**config.mk**
```make
export PLATFORM = sky130hd
export DESIGN_NAME = imm_gen_pipe
export DESIGN_NICKNAME = d
export VERILOG_FILES = /design/src/rtl/imm_gen_pipe.sv
export SDC_FILE = /design/constraint.sdc
export NUM_CORES = 1
export LEC_CHECK = 0
export CORE_UTILIZATION = 55
export DETAILED_ROUTE_END_ITERATION = 6
export PLACE_DENSITY_LB_ADDON = 0.1
export SLEW_MARGIN = 15
export SYNTH_ARGS = -nofsm -noshare
export SYNTH_HDL_FRONTEND = slang
export SYNTH_SLANG_ARGS = --single-unit
```
**constraint.sdc**
```tcl
create_clock -name clk -period 6.01 [get_ports clk]
set_input_delay 1.202 -clock clk [delete_from_list [all_inputs] [get_ports clk]]
set_output_delay 1.202 -clock clk [all_outputs]
set_load 0.02 [all_outputs]
```
**src/rtl/imm_gen_pipe.sv**
```systemverilog
`default_nettype none
// ============================================================================
// Module   : imm_gen_pipe
// Purpose  : RV32/RV64 immediate/format decoder feeding a 2-entry in-order
//            skid buffer carrying imm, format and sideband tag.
//            Optional macro IMMGEN_SHAMT_EN: shift-immediate ALU ops yield the
//            zero-extended shift amount instead of the plain I-type immediate.
// Revision : 1.0  initial release
// ============================================================================
module imm_gen_pipe #(
    parameter int XLEN  = 32,
    parameter int TAG_W = 8
) (
    input  logic             clk,
    input  logic             rst_n,
    input  logic             in_valid,
    output logic             in_ready,
    input  logic [31:0]      in_instr,
    input  logic [TAG_W-1:0] in_tag,
    output logic             out_valid,
    input  logic             out_ready,
    output logic [XLEN-1:0]  out_imm,
    output logic [2:0]       out_fmt,
    output logic [TAG_W-1:0] out_tag,
    input  logic             err_clr,
    output logic [15:0]      err_cnt
);

    localparam logic [2:0] c_FMT_R   = 3'd0;
    localparam logic [2:0] c_FMT_I   = 3'd1;
    localparam logic [2:0] c_FMT_S   = 3'd2;
    localparam logic [2:0] c_FMT_B   = 3'd3;
    localparam logic [2:0] c_FMT_U   = 3'd4;
    localparam logic [2:0] c_FMT_J   = 3'd5;
    localparam logic [2:0] c_FMT_ILL = 3'd7;

    localparam logic [6:0] c_OP_IMM    = 7'b0010011;
    localparam logic [6:0] c_OP_LOAD   = 7'b0000011;
    localparam logic [6:0] c_OP_JALR   = 7'b1100111;
    localparam logic [6:0] c_OP_SYSTEM = 7'b1110011;
    localparam logic [6:0] c_OP_STORE  = 7'b0100011;
    localparam logic [6:0] c_OP_BRANCH = 7'b1100011;
    localparam logic [6:0] c_OP_LUI    = 7'b0110111;
    localparam logic [6:0] c_OP_AUIPC  = 7'b0010111;
    localparam logic [6:0] c_OP_JAL    = 7'b1101111;
    localparam logic [6:0] c_OP_REG    = 7'b0110011;
    localparam logic [6:0] c_OP_REG32  = 7'b0111011;

    localparam logic [1:0] c_CNT_EMPTY = 2'd0;
    localparam logic [1:0] c_CNT_ONE   = 2'd1;
    localparam logic [1:0] c_CNT_FULL  = 2'd2;

    logic [6:0]      w_opcode;
    logic [2:0]      w_fmt;
    logic [XLEN-1:0] w_imm;
    logic            w_push;
    logic            w_pop;

    assign w_opcode = in_instr[6:0];

    always_comb begin
        w_fmt = c_FMT_ILL;
        case (w_opcode)
            c_OP_IMM, c_OP_LOAD, c_OP_JALR, c_OP_SYSTEM: w_fmt = c_FMT_I;
            c_OP_STORE:                                  w_fmt = c_FMT_S;
            c_OP_BRANCH:                                 w_fmt = c_FMT_B;
            c_OP_LUI, c_OP_AUIPC:                        w_fmt = c_FMT_U;
            c_OP_JAL:                                    w_fmt = c_FMT_J;
            c_OP_REG, c_OP_REG32:                        w_fmt = c_FMT_R;
            default:                                     w_fmt = c_FMT_ILL;
        endcase
    end

`ifdef IMMGEN_SHAMT_EN
    localparam int c_SHAMT_W = (XLEN == 64) ? 6 : 5;

    logic w_is_shift;
    assign w_is_shift = (w_opcode == c_OP_IMM) &&
                        ((in_instr[14:12] == 3'b001) || (in_instr[14:12] == 3'b101));
`endif

    // Signed casts to XLEN sign-extend from instr[31] in every format.
    always_comb begin
        w_imm = '0;
        case (w_fmt)
            c_FMT_I: w_imm = XLEN'($signed(in_instr[31:20]));
            c_FMT_S: w_imm = XLEN'($signed({in_instr[31:25], in_instr[11:7]}));
            c_FMT_B: w_imm = XLEN'($signed({in_instr[31], in_instr[7], in_instr[30:25],
                                            in_instr[11:8], 1'b0}));
            c_FMT_U: w_imm = XLEN'($signed({in_instr[31:12], 12'h000}));
            c_FMT_J: w_imm = XLEN'($signed({in_instr[31], in_instr[19:12], in_instr[20],
                                            in_instr[30:21], 1'b0}));
            default: w_imm = '0;
        endcase
`ifdef IMMGEN_SHAMT_EN
        if (w_is_shift) begin
            w_imm = {{(XLEN-c_SHAMT_W){1'b0}}, in_instr[20 +: c_SHAMT_W]};
        end
`endif
    end

    // Slot 0 always holds the oldest entry and drives the outputs directly.
    logic [1:0]       r_cnt;
    logic [XLEN-1:0]  r_imm0;
    logic [XLEN-1:0]  r_imm1;
    logic [2:0]       r_fmt0;
    logic [2:0]       r_fmt1;
    logic [TAG_W-1:0] r_tag0;
    logic [TAG_W-1:0] r_tag1;
    logic [15:0]      r_err_cnt;

    assign in_ready  = (r_cnt != c_CNT_FULL);
    assign out_valid = (r_cnt != c_CNT_EMPTY);
    assign w_push    = in_valid && in_ready;
    assign w_pop     = out_valid && out_ready;

    always_ff @(posedge clk or negedge rst_n) begin
        if (!rst_n) begin
            r_cnt  <= c_CNT_EMPTY;
            r_imm0 <= '0;
            r_imm1 <= '0;
            r_fmt0 <= c_FMT_R;
            r_fmt1 <= c_FMT_R;
            r_tag0 <= '0;
            r_tag1 <= '0;
        end else begin
            case ({w_push, w_pop})
                2'b10: begin
                    if (r_cnt == c_CNT_EMPTY) begin
                        r_imm0 <= w_imm;
                        r_fmt0 <= w_fmt;
                        r_tag0 <= in_tag;
                    end else begin
                        r_imm1 <= w_imm;
                        r_fmt1 <= w_fmt;
                        r_tag1 <= in_tag;
                    end
                    r_cnt <= r_cnt + 2'd1;
                end
                2'b01: begin
                    r_imm0 <= r_imm1;
                    r_fmt0 <= r_fmt1;
                    r_tag0 <= r_tag1;
                    r_cnt  <= r_cnt - 2'd1;
                end
                2'b11: begin
                    // Only reachable at count 1: the new entry replaces the popped one.
                    if (r_cnt == c_CNT_ONE) begin
                        r_imm0 <= w_imm;
                        r_fmt0 <= w_fmt;
                        r_tag0 <= in_tag;
                    end
                end
                default: begin
                    r_cnt <= r_cnt;
                end
            endcase
        end
    end

    always_ff @(posedge clk or negedge rst_n) begin
        if (!rst_n) begin
            r_err_cnt <= 16'h0000;
        end else if (err_clr) begin
            r_err_cnt <= 16'h0000;
        end else if (w_push && (w_fmt == c_FMT_ILL) && (r_err_cnt != 16'hFFFF)) begin
            r_err_cnt <= r_err_cnt + 16'd1;
        end
    end

    assign out_imm = r_imm0;
    assign out_fmt = r_fmt0;
    assign out_tag = r_tag0;
    assign err_cnt = r_err_cnt;

endmodule
`default_nettype wire

```
==> results of run 1 <==
==> stage by stage <==
| step | cell area [um2] | worst slack (ns) | hold WS (ns) |
|---|---|---|---|
| after floorplan | 5140 | 3.13 | 0.441 |
| after global placement | 6210 | 1.94 | 0.455 |
| after detailed placement | 6210 | 1.85 | 0.460 |
| after CTS | 6410 | 2.22 | 0.485 |
| after global routing | 6410 | 1.89 | 0.506 |
| final | 6410 | 2.20 | 0.483 |
==> cell type report <==
cell class	instances	area, um2	share of cell area (%)
Clock buffer	11	141	2.21
Clock inverter	4	52.6	0.820
Inverter	12	45.0	0.703
Multi-Input combinational cell	396	2330	36.3
Sequential cell	104	2600	40.6
Tap cell	108	135	2.11
Timing Repair Buffer	112	1100	17.2
==> routing by layer <==
| layer | GRT usage, % | up-vias |
|---|---|---|
| met4 | 8.15 | 0 |
| met5 | 0 | - |
| met1 | 34.5 | 2263 |
| li1 | - | 2159 |
| met3 | 5.25 | 17 |
| met2 | 45.6 | 187 |
==> final timing paths <==
check | from | to | slack, ns
worst max-delay path | in_valid | out_imm[11] | 2.20
worst min-delay path | r_tag1[4] | r_tag1[4] | 0.48
worst max register to register | r_cnt[0] | out_imm[11] | 2.72
worst min register to register | r_tag1[4] | r_tag1[4] | 0.48
max in group asynchronous | rst_n | out_tag[0] | 4.00
min in group asynchronous | rst_n | out_imm[10] | 0.80
==> cell families after synthesis <==
| kind of cell | count (synthesis) | share of synthesized area, % |
|---|---|---|
| AND/OR/NAND/NOR | 194 | 18.1 |
| AO/OA/AOI/OAI | 179 | 22.1 |
| flip-flops | 104 | 50.6 |
| buffers and inverters | 52 | 4.28 |
| multiplexers | 12 | 2.43 |
| adder cells (fa/ha/maj) | 8 | 1.95 |
| XOR/XNOR | 3 | 0.511 |
==> critical path, delay by kind of cell <==
kind	cells	cell delay, ns
buffers and inverters	4	1.32
adders and majority gates	1	0.20
AOI/OAI and AO/OA	2	0.25
and+or+nand+nor	4	1.10
==> synthesized netlist by cell type (all sizes together), types with 2 or more instances <==
cell type | count | area, um2
xor2 | 2 | 17.5
o211ai | 11 | 82.6
o22ai | 2 | 12.5
and4 | 3 | 26.3
nand2 | 90 | 338
nor2b | 7 | 43.8
clkbuf | 27 | 101
a21oi | 43 | 215
buf | 13 | 73.8
nand4 | 4 | 25.0
or4 | 12 | 90.1
o31ai | 12 | 90.1
ha | 8 | 100
a221oi | 14 | 123
nor3 | 4 | 20.0
dfrtp | 104 | 2600
or3 | 15 | 93.8
a31oi | 12 | 75.1
inv | 12 | 45.0
a211oi | 4 | 47.5
a32o | 2 | 21.3
or4b | 2 | 23.8
a21o | 9 | 67.6
a22o | 7 | 61.3
o21ai | 56 | 280
nor2 | 37 | 139
nand3 | 7 | 40.0
or3b | 2 | 17.5
and3 | 5 | 31.3
mux2 | 4 | 45.0
mux2i | 8 | 80.1
==> registers in the layout, summed over array words and instances, names as in the netlist <==
name,flops
r_fmt1,3
r_cnt,2
out_tag,8
r_tag1,8
r_imm1,32
err_cnt,16
out_fmt,3
out_imm,32
==> power by group <==
group / total, mW / internal (mW) / switching, mW
sequential: 1.07 / 0.936 / 0.130
combinational: 1.20 / 0.509 / 0.689
clock: 0.434 / 0.204 / 0.230
==> run_summary.xml, run 1 <==
<?xml version="1.0" encoding="UTF-8"?>
<metrics>
  <group name="min_path">
    <metric name="worst_hold_path_type" unit="">reg -&gt; reg</metric>
    <metric name="min_delay_path_depth" unit="">2</metric>
  </group>
  <group name="placement">
    <metric name="place_congestion" unit="">0.858</metric>
    <metric name="place.detailed.hpwl" unit="mm">8.50</metric>
    <metric name="port_buffers" unit="">105</metric>
    <metric name="placed_cells" unit="">732</metric>
  </group>
  <group name="layout">
    <metric name="finish.net_count" unit="">688</metric>
    <metric name="area_growth_syn_to_layout" unit="%">24.6</metric>
    <metric name="post_route_cells_drive_above_1_share" unit="%">5.63</metric>
    <metric name="fin_util" unit="%">72.1</metric>
    <metric name="total_of_fill_cells_in_the_finished_design" unit="">686</metric>
    <metric name="layoutNonFillerInstCount" unit="">747</metric>
    <metric name="commonest_cells_after_routing_fill_and_taps_aside" unit="">104 x sky130_fd_sc_hd__dfrtp_1, 104 x sky130_fd_sc_hd__clkdlybuf4s50_1, 89 x sky130_fd_sc_hd__nand2_1, 55 x sky130_fd_sc_hd__o21ai_0, 43 x sky130_fd_sc_hd__a21oi_1</metric>
    <metric name="diodes" unit="">0</metric>
  </group>
  <group name="timing">
    <metric name="report.final.hold_viol_count" unit="">0</metric>
    <metric name="fin_skew" unit="ns">0.0108</metric>
    <metric name="slew_headroom" unit="%">33.5</metric>
    <metric name="layout_worst_path_cycle_share" unit="%">63.5</metric>
    <metric name="pin_slew_with_the_least_headroom_to_its_limit" unit="ns">0.997</metric>
    <metric name="setup_tns_after_final_layout" unit="ns">0</metric>
    <metric name="setup_viol_count_final" unit="">0</metric>
    <metric name="fmax" unit="MHz">262</metric>
    <metric name="final_period_minus_worst_setup_slack" unit="ns">3.81</metric>
    <metric name="slew_limit_fails" unit="">0</metric>
    <metric name="grt_setup_unrepaired" unit="">no</metric>
  </group>
  <group name="critical_path">
    <metric name="critPathMaxStageDelay" unit="ns">0.74</metric>
    <metric name="crit_required" unit="ns">6.29</metric>
    <metric name="type_of_element_launching_the_critical_path" unit="">input port</metric>
    <metric name="largest_fanout_on_the_critical_path" unit="">32</metric>
    <metric name="critical_path.cell_chain" unit="">clkdlybuf4s50_1 &gt; nand2_1 &gt; inv_1 &gt; ha_1 &gt; nor2b_2 &gt; buf_4 &gt; or3_1 &gt; buf_4 &gt; or3_1 &gt; o21ai_0 &gt; a31oi_1</metric>
    <metric name="worst_setup_path_end_kind" unit="">flip-flop</metric>
    <metric name="critical_path.slowest_cell" unit="">sky130_fd_sc_hd__or3_1</metric>
    <metric name="worst-r2r-cell-count" unit="">12</metric>
    <metric name="worstSetupPathType" unit="">in -&gt; reg</metric>
    <metric name="cp_arrival" unit="ns">4.09</metric>
  </group>
  <group name="routing">
    <metric name="detailroute.via_count" unit="">4626</metric>
    <metric name="detail_route.first_pass.iterations" unit="">5</metric>
    <metric name="drt_first_iter_violations" unit="">280</metric>
    <metric name="postRouteAntennaNets" unit="">0</metric>
    <metric name="routed_wirelength" unit="mm">12.7</metric>
    <metric name="wl_per_cell" unit="um">17.0</metric>
    <metric name="route.top_layer_used" unit="">met4</metric>
    <metric name="routedLengthMet1" unit="mm">5.29</metric>
    <metric name="detail_route.drc_violations" unit="">0</metric>
    <metric name="wl_met3" unit="um">806</metric>
    <metric name="viasPerCell" unit="">6.19</metric>
    <metric name="met2_length" unit="mm">6.37</metric>
  </group>
  <group name="yosys">
    <metric name="yosys_register_bits" unit="">104</metric>
    <metric name="ys_async_sr_fraction" unit="%">100</metric>
    <metric name="synthFlopType" unit="">sky130_fd_sc_hd__dfrtp_1</metric>
    <metric name="number_of_flops_mapped_to_enable_cells_by_yosys" unit="">0</metric>
    <metric name="synth-seq-area-share" unit="%">50.6</metric>
    <metric name="yosysUniqueCellTypes" unit="">55</metric>
    <metric name="ys.warnings.count" unit="">0</metric>
    <metric name="post_synth_instance_area" unit="um2">5140</metric>
    <metric name="synth_fp_nets" unit="">605</metric>
    <metric name="syn-instance-count" unit="">552</metric>
    <metric name="postSynthAreaPerCell" unit="um2">9.31</metric>
  </group>
  <group name="run">
    <metric name="drv_cap" unit="">0</metric>
  </group>
  <group name="clocking">
    <metric name="clkSinkCount" unit="">104</metric>
    <metric name="clkTransAtPathRegs" unit="ns">0.09</metric>
    <metric name="cts_resized" unit="">0</metric>
    <metric name="postCtsSetupRepairBufs" unit="">0</metric>
    <metric name="library_cell_used_as_clock_root_buffer" unit="">sky130_fd_sc_hd__clkbuf_8</metric>
    <metric name="cts_tree" unit="">built</metric>
    <metric name="ctsLongestPathBuffers" unit="">2</metric>
    <metric name="numCtsBuffers" unit="">9</metric>
    <metric name="cts.htree.levels" unit="">3</metric>
    <metric name="post_cts_hold_buffer_count" unit="">0</metric>
    <metric name="worstSkewPairLatency" unit="ns">0.36</metric>
  </group>
  <group name="global_route">
    <metric name="antenna_found_initial" unit="">0</metric>
    <metric name="global_route_wire_length_before_repair" unit="mm">20.8</metric>
    <metric name="largest_net_degree_at_the_start_of_global_routing" unit="">67</metric>
    <metric name="grt_usage" unit="%">26.7</metric>
    <metric name="grt.overflow.total" unit="">0</metric>
    <metric name="grt_pass1_vias" unit="">4365</metric>
  </group>
  <group name="die">
    <metric name="fp.coreArea" unit="um2">8890</metric>
    <metric name="die_width" unit="um">98.7</metric>
    <metric name="die_y" unit="um">98.7</metric>
    <metric name="start_util" unit="%">57.8</metric>
    <metric name="pin_count" unit="">106</metric>
    <metric name="floorplan.die_area" unit="um2">9740</metric>
    <metric name="std_cell_rows" unit="">34</metric>
  </group>
  <group name="power">
    <metric name="power.ir.vdd_worst" unit="uV">182</metric>
    <metric name="power_density" unit="nW/um2">421</metric>
    <metric name="p_leak" unit="nW">2.70</metric>
    <metric name="p_total" unit="mW">2.70</metric>
  </group>
  <group name="status">
    <metric name="run_status" unit="">completed</metric>
  </group>
</metrics>
Note: power is estimated with default switching activity, not from simulation.
==> run 2, diff against run 1 <==
--- a/config.mk
+++ b/config.mk
@@ -5,7 +5,7 @@
 export SDC_FILE = /design/constraint.sdc
 export NUM_CORES = 1
 export LEC_CHECK = 0
-export CORE_UTILIZATION = 55
+export CORE_UTILIZATION = 47
 export DETAILED_ROUTE_END_ITERATION = 6
 export PLACE_DENSITY_LB_ADDON = 0.1
 export SLEW_MARGIN = 15
==> constraint.sdc (replaced) <==
create_clock -name clk -period 3.1 [get_ports clk]
set_input_delay 0.62 -clock clk [delete_from_list [all_inputs] [get_ports clk]]
set_output_delay 0.62 -clock clk [all_outputs]
set_load 0.02 [all_outputs]
==> run 2 against run 1 <==
Against the previous run: first-iteration DRC count fell by 15%; wire length rose by 2.6%; critical path depth did not move; non-clock buffer count rose by 19; clock skew rose by 0.0073 ns; cell count rose by 6.4%; die area rose by 17%; largest power group unchanged.
==> run_summary.xml, run 2 (same netlist as run 1, synthesis figures left out) <==
<?xml version="1.0" encoding="UTF-8"?>
<metrics>
  <group name="global_route">
    <metric name="gr-usage-met3" unit="%">4.86</metric>
    <metric name="global_route_wire_length_before_repair" unit="mm">21.9</metric>
    <metric name="grt_busiest_layer" unit="">met2</metric>
    <metric name="grt.overflow.total" unit="">0</metric>
    <metric name="use_met2" unit="%">38.8</metric>
    <metric name="grt_usage" unit="%">24.1</metric>
    <metric name="grt_pass1_vias" unit="">4503</metric>
    <metric name="antenna_found_initial" unit="">0</metric>
    <metric name="groute.layer.met1.usage" unit="%">32.6</metric>
    <metric name="largest_net_degree_at_the_start_of_global_routing" unit="">47</metric>
  </group>
  <group name="routing">
    <metric name="routed_wirelength" unit="mm">13.0</metric>
    <metric name="detailroute.via_count" unit="">4592</metric>
    <metric name="wl_per_cell" unit="um">16.3</metric>
    <metric name="detail_route.drc_violations" unit="">0</metric>
    <metric name="detail_route.first_pass.iterations" unit="">5</metric>
    <metric name="postRouteAntennaNets" unit="">0</metric>
    <metric name="drt_first_iter_violations" unit="">238</metric>
    <metric name="viasPerCell" unit="">5.78</metric>
  </group>
  <group name="critical_path">
    <metric name="largest_fanout_on_the_critical_path" unit="">14</metric>
    <metric name="register_to_register_setup_slack" unit="ns">0.44</metric>
    <metric name="timing.rr.end" unit="">out_imm[30]</metric>
    <metric name="critPathLaunch" unit="">r_cnt[0]</metric>
    <metric name="cp_arrival" unit="ns">2.91</metric>
    <metric name="type_of_element_launching_the_critical_path" unit="">flip-flop</metric>
    <metric name="crit_required" unit="ns">3.35</metric>
    <metric name="worst_setup_path_end_kind" unit="">flip-flop</metric>
    <metric name="worstSetupPathType" unit="">reg -&gt; reg</metric>
    <metric name="worst-r2r-cell-count" unit="">11</metric>
    <metric name="r2r-start" unit="">r_cnt[0]</metric>
  </group>
  <group name="timing">
    <metric name="setup_tns_after_final_layout" unit="ns">0</metric>
    <metric name="final_period_minus_worst_setup_slack" unit="ns">2.66</metric>
    <metric name="fin_skew" unit="ns">0.0181</metric>
    <metric name="report.final.hold_viol_count" unit="">0</metric>
    <metric name="grt_setup_unrepaired" unit="">no</metric>
    <metric name="setup_viol_count_final" unit="">0</metric>
    <metric name="slew_headroom" unit="%">55.3</metric>
    <metric name="layout_worst_path_cycle_share" unit="%">85.8</metric>
    <metric name="fmax" unit="MHz">376</metric>
    <metric name="slew_limit_fails" unit="">0</metric>
    <metric name="pin_slew_with_the_least_headroom_to_its_limit" unit="ns">0.671</metric>
  </group>
  <group name="power">
    <metric name="power_density" unit="nW/um2">805</metric>
    <metric name="p_leak" unit="nW">2.80</metric>
    <metric name="power.ir.vdd_worst" unit="uV">408</metric>
  </group>
  <group name="die">
    <metric name="floorplan.die_area" unit="um2">11400</metric>
    <metric name="die_y" unit="um">107</metric>
    <metric name="start_util" unit="%">49.1</metric>
    <metric name="die_width" unit="um">107</metric>
    <metric name="fp.coreArea" unit="um2">10500</metric>
    <metric name="pin_count" unit="">106</metric>
    <metric name="std_cell_rows" unit="">37</metric>
  </group>
  <group name="clocking">
    <metric name="ctsLongestPathBuffers" unit="">2</metric>
    <metric name="cts_resized" unit="">0</metric>
    <metric name="numCtsBuffers" unit="">9</metric>
    <metric name="post_cts_hold_buffer_count" unit="">0</metric>
    <metric name="worstSkewPairLatency" unit="ns">0.37</metric>
    <metric name="clkSinkCount" unit="">104</metric>
    <metric name="cts.htree.levels" unit="">3</metric>
    <metric name="postCtsSetupRepairBufs" unit="">0</metric>
    <metric name="clkTransAtPathRegs" unit="ns">0.11</metric>
    <metric name="library_cell_used_as_clock_root_buffer" unit="">sky130_fd_sc_hd__clkbuf_8</metric>
    <metric name="cts_tree" unit="">built</metric>
  </group>
  <group name="layout">
    <metric name="commonest_cells_after_routing_fill_and_taps_aside" unit="">104 x sky130_fd_sc_hd__dfrtp_1, 104 x sky130_fd_sc_hd__clkdlybuf4s50_1, 89 x sky130_fd_sc_hd__nand2_1, 55 x sky130_fd_sc_hd__o21ai_0, 43 x sky130_fd_sc_hd__a21oi_1</metric>
    <metric name="finish.net_count" unit="">707</metric>
    <metric name="area_growth_syn_to_layout" unit="%">28.8</metric>
    <metric name="total_of_fill_cells_in_the_finished_design" unit="">934</metric>
    <metric name="fin_area" unit="um2">6620</metric>
    <metric name="area.sequential" unit="um2">2600</metric>
    <metric name="diodes" unit="">0</metric>
    <metric name="post_route_cells_drive_above_1_share" unit="%">8.65</metric>
    <metric name="fin_util" unit="%">63.3</metric>
    <metric name="multi_input_comb_area" unit="um2">2330</metric>
  </group>
  <group name="run">
    <metric name="drv_cap" unit="">0</metric>
  </group>
  <group name="min_path">
    <metric name="worst_hold_path_type" unit="">in -&gt; async</metric>
  </group>
  <group name="placement">
    <metric name="post_dp_cell_area" unit="um2">6420</metric>
    <metric name="port_buffers" unit="">105</metric>
    <metric name="place_congestion" unit="">0.865</metric>
    <metric name="place.detailed.hpwl" unit="mm">8.98</metric>
  </group>
  <group name="status">
    <metric name="run_status" unit="">completed</metric>
  </group>
</metrics>
## run 2: how the worst max path moves through the flow
stage	endpoint	slack, ns	depth (start not counted)
after floorplan	out_fmt[0]	0.64	9
after global placement	r_imm1[20]	0.22	7
after detailed placement	out_imm[29]	0.15	10
after CTS	out_imm[29]	0.44	11
after global routing	out_imm[12]	0.28	13
final	out_imm[30]	0.44	11
## run 2: routing by layer
| metal | share of wire, % | vias to the layer above |
|---|---|---|
| met5 | 0 | - |
| met2 | 49 | 135 |
| met4 | 0.95 | 0 |
| li1 | - | 2197 |
| met1 | 44 | 2249 |
| met3 | 5.6 | 11 |
## run 2: where the power goes
| part | switching, mW | leakage [nW] | total [mW] | internal [mW] |
|---|---|---|---|---|
| sequential | 0.238 | 1.34 | 2.05 | 1.81 |
| combinational | 1.35 | 1.36 | 2.40 | 1.06 |
| clock | 0.476 | 0.0977 | 0.880 | 0.403 |
| total | 2.06 | 2.80 | 5.33 | 3.27 |
## run 2: cell type report
cell class | count | area share, %
Tap cell | 136 | 2.57
Clock inverter | 5 | 0.982
Inverter | 12 | 0.680
Multi-Input combinational cell | 396 | 35.2
Timing Repair Buffer | 131 | 19.2
Clock buffer | 11 | 2.13
Sequential cell | 104 | 39.3
## run 2: worst max-delay path: stages, from the launching register on
cell and delay [ns]:
sky130_fd_sc_hd__dfrtp_1 0.40, sky130_fd_sc_hd__inv_1 0.08, sky130_fd_sc_hd__ha_1 0.23, sky130_fd_sc_hd__inv_1 0.12
sky130_fd_sc_hd__nand2_1 0.10, sky130_fd_sc_hd__ha_1 0.24, sky130_fd_sc_hd__nor2b_2 0.16, sky130_fd_sc_hd__or3_2 0.51
sky130_fd_sc_hd__buf_4 0.21, sky130_fd_sc_hd__or3_1 0.31, sky130_fd_sc_hd__o21ai_0 0.09, sky130_fd_sc_hd__a21oi_1 0.07
## run 2: stage by stage
step | hold WS [ns] | setup slack, ns | std cells | total power [mW]
floorplan | 0.324 | 0.636 | 552 | 3.45
global placement | 0.453 | 0.222 | 779 | 4.42
detailed placement | 0.463 | 0.155 | 779 | 4.50
CTS | 0.277 | 0.445 | 795 | 5.39
global route | 0.288 | 0.280 | 795 | 5.71
finish | 0.266 | 0.441 | 795 | 5.33
==> run 3, diff against run 2 <==
--- a/config.mk
+++ b/config.mk
@@ -5,6 +5,7 @@
 export SDC_FILE = /design/constraint.sdc
 export NUM_CORES = 1
 export LEC_CHECK = 0
+export CORE_MARGIN = 3
 export CORE_UTILIZATION = 47
 export DETAILED_ROUTE_END_ITERATION = 6
 export PLACE_DENSITY_LB_ADDON = 0.1
==> run 3 against run 2 <==
Against the previous run: critical path depth did not move; fmax decreased by 1.5%; critical path type unchanged; highest routed layer unchanged; die area is 7.6% higher; combinational power about the same.
==> run_summary.xml, run 3 (same netlist as run 1, synthesis figures left out) <==
<?xml version="1.0" encoding="UTF-8"?>
<metrics>
  <group name="status">
    <metric name="run_status" unit="">completed</metric>
  </group>
  <group name="timing">
    <metric name="slew_limit_fails" unit="">0</metric>
    <metric name="layout_worst_path_cycle_share" unit="%">87.1</metric>
    <metric name="grt_setup_unrepaired" unit="">no</metric>
    <metric name="setup_viol_count_final" unit="">0</metric>
    <metric name="report.final.hold_viol_count" unit="">0</metric>
    <metric name="slew_headroom" unit="%">54.7</metric>
    <metric name="setup_tns_after_final_layout" unit="ns">0</metric>
    <metric name="pin_slew_with_the_least_headroom_to_its_limit" unit="ns">0.679</metric>
    <metric name="fin_skew" unit="ns">0.0109</metric>
    <metric name="fmax" unit="MHz">370</metric>
    <metric name="final_period_minus_worst_setup_slack" unit="ns">2.70</metric>
  </group>
  <group name="global_route">
    <metric name="grt_busiest_layer" unit="">met2</metric>
    <metric name="grt_pass1_vias" unit="">4645</metric>
    <metric name="gr-usage-met3" unit="%">3.84</metric>
    <metric name="grt_usage" unit="%">22.1</metric>
    <metric name="grt.overflow.total" unit="">0</metric>
    <metric name="largest_net_degree_at_the_start_of_global_routing" unit="">56</metric>
    <metric name="use_met2" unit="%">36.1</metric>
    <metric name="global_route_wire_length_before_repair" unit="mm">22.8</metric>
    <metric name="groute.layer.met1.usage" unit="%">30.0</metric>
    <metric name="antenna_found_initial" unit="">0</metric>
  </group>
  <group name="critical_path">
    <metric name="type_of_element_launching_the_critical_path" unit="">flip-flop</metric>
    <metric name="critical_path.cell_chain" unit="">inv_1 &gt; ha_1 &gt; inv_1 &gt; nand2_1 &gt; ha_1 &gt; nor2b_2 &gt; or3_2 &gt; buf_4 &gt; or3_1 &gt; o21ai_0 &gt; a31oi_1</metric>
    <metric name="critical_path.slowest_cell" unit="">sky130_fd_sc_hd__or3_2</metric>
    <metric name="worstSetupPathType" unit="">reg -&gt; reg</metric>
    <metric name="critPathMaxStageDelay" unit="ns">0.58</metric>
    <metric name="timing.rr.end" unit="">out_imm[11]</metric>
    <metric name="largest_fanout_on_the_critical_path" unit="">10</metric>
    <metric name="register_to_register_setup_slack" unit="ns">0.40</metric>
    <metric name="r2r-start" unit="">r_cnt[0]</metric>
    <metric name="worst_setup_path_end_kind" unit="">flip-flop</metric>
    <metric name="worst-r2r-cell-count" unit="">11</metric>
    <metric name="cp_arrival" unit="ns">2.92</metric>
    <metric name="critPathLaunch" unit="">r_cnt[0]</metric>
    <metric name="crit_required" unit="ns">3.32</metric>
  </group>
  <group name="die">
    <metric name="die_y" unit="um">111</metric>
    <metric name="floorplan.die_area" unit="um2">12200</metric>
    <metric name="die_width" unit="um">111</metric>
    <metric name="start_util" unit="%">49.1</metric>
    <metric name="fp.coreArea" unit="um2">10500</metric>
    <metric name="std_cell_rows" unit="">37</metric>
    <metric name="pin_count" unit="">106</metric>
  </group>
  <group name="power">
    <metric name="p_leak" unit="nW">2.79</metric>
    <metric name="power_density" unit="nW/um2">811</metric>
    <metric name="p_total" unit="mW">5.35</metric>
    <metric name="power.ir.vdd_worst" unit="uV">404</metric>
  </group>
  <group name="routing">
    <metric name="drt_first_iter_violations" unit="">297</metric>
    <metric name="wl_per_cell" unit="um">16.4</metric>
    <metric name="routed_wirelength" unit="mm">13.0</metric>
    <metric name="viasPerCell" unit="">5.76</metric>
    <metric name="detail_route.first_pass.iterations" unit="">5</metric>
    <metric name="detail_route.drc_violations" unit="">0</metric>
    <metric name="detailroute.via_count" unit="">4572</metric>
    <metric name="postRouteAntennaNets" unit="">0</metric>
  </group>
  <group name="layout">
    <metric name="multi_input_comb_area" unit="um2">2330</metric>
    <metric name="post_route_cells_drive_above_1_share" unit="%">8.51</metric>
    <metric name="area_growth_syn_to_layout" unit="%">28.4</metric>
    <metric name="commonest_cells_after_routing_fill_and_taps_aside" unit="">104 x sky130_fd_sc_hd__dfrtp_1, 104 x sky130_fd_sc_hd__clkdlybuf4s50_1, 89 x sky130_fd_sc_hd__nand2_1, 55 x sky130_fd_sc_hd__o21ai_0, 43 x sky130_fd_sc_hd__a21oi_1</metric>
    <metric name="total_of_fill_cells_in_the_finished_design" unit="">944</metric>
    <metric name="layoutNonFillerInstCount" unit="">794</metric>
    <metric name="area.sequential" unit="um2">2600</metric>
    <metric name="finish.net_count" unit="">706</metric>
    <metric name="diodes" unit="">0</metric>
  </group>
  <group name="clocking">
    <metric name="cts_tree" unit="">built</metric>
    <metric name="numCtsBuffers" unit="">9</metric>
    <metric name="library_cell_used_as_clock_root_buffer" unit="">sky130_fd_sc_hd__clkbuf_8</metric>
    <metric name="cts.htree.levels" unit="">3</metric>
    <metric name="post_cts_hold_buffer_count" unit="">0</metric>
    <metric name="clkSinkCount" unit="">104</metric>
    <metric name="ctsLongestPathBuffers" unit="">2</metric>
    <metric name="postCtsSetupRepairBufs" unit="">0</metric>
    <metric name="worstSkewPairLatency" unit="ns">0.36</metric>
    <metric name="clkTransAtPathRegs" unit="ns">0.11</metric>
    <metric name="cts_resized" unit="">0</metric>
  </group>
  <group name="placement">
    <metric name="port_buffers" unit="">105</metric>
    <metric name="place.detailed.hpwl" unit="mm">9.04</metric>
    <metric name="placed_cells" unit="">778</metric>
    <metric name="place_congestion" unit="">0.824</metric>
  </group>
  <group name="run">
    <metric name="drv_cap" unit="">0</metric>
  </group>
  <group name="min_path">
    <metric name="worst_hold_path_type" unit="">in -&gt; async</metric>
  </group>
</metrics>
run 3: layout make-up:
type	count	share of cell area (%)
clock inverters	5	0.985
flip-flops and latches	104	39.4
well taps	136	2.58
inverters	12	0.682
multi-input cells	396	35.3
repair buffers	130	18.9
clock buffers	11	2.14
run 3: metal layers:
metal / share of wire [%] / vias up
met5: 0 / -
met4: 1.2 / 0
met3: 5.2 / 13
met2: 48 / 116
met1: 45 / 2247
li1: - / 2196
run 3: report_power, final:
group	switching [mW]	total (mW)	internal (mW)
Clock	0.485	0.889	0.404
Combinational	1.34	2.40	1.06
Sequential	0.245	2.06	1.81
run 3: critical path: cells and delay by family, from the launching register on:
| family | cells | cell delay [ns] |
|---|---|---|
| flops | 1 | 0.40 |
| simple gates | 4 | 1.15 |
| fa+ha+maj | 2 | 0.48 |
| compound gates | 2 | 0.14 |
| buf+inv | 3 | 0.40 |
run 3: stage by stage:
| stage | hold slack (ns) | area, um2 | utilization [%] | setup slack (ns) |
|---|---|---|---|---|
| after floorplan | 0.324 | 5140 | - | 0.636 |
| after CTS | 0.303 | 6600 | 63.1 | 0.376 |
| final | 0.279 | 6600 | 63.1 | 0.401 |
| after global placement | 0.454 | 6400 | 61.1 | 0.198 |
| after global routing | 0.317 | 6600 | 63.1 | 0.158 |
| after detailed placement | 0.460 | 6400 | 61.1 | 0.103 |
run 3: how the worst max path moves through the flow:
stage	endpoint	slack, ns	cells past startpoint
after floorplan	out_fmt[0]	0.64	9
after global placement	out_imm[11]	0.20	10
after detailed placement	out_imm[26]	0.10	10
after CTS	out_imm[11]	0.38	11
after global routing	out_imm[24]	0.16	12
final	out_imm[11]	0.40	11
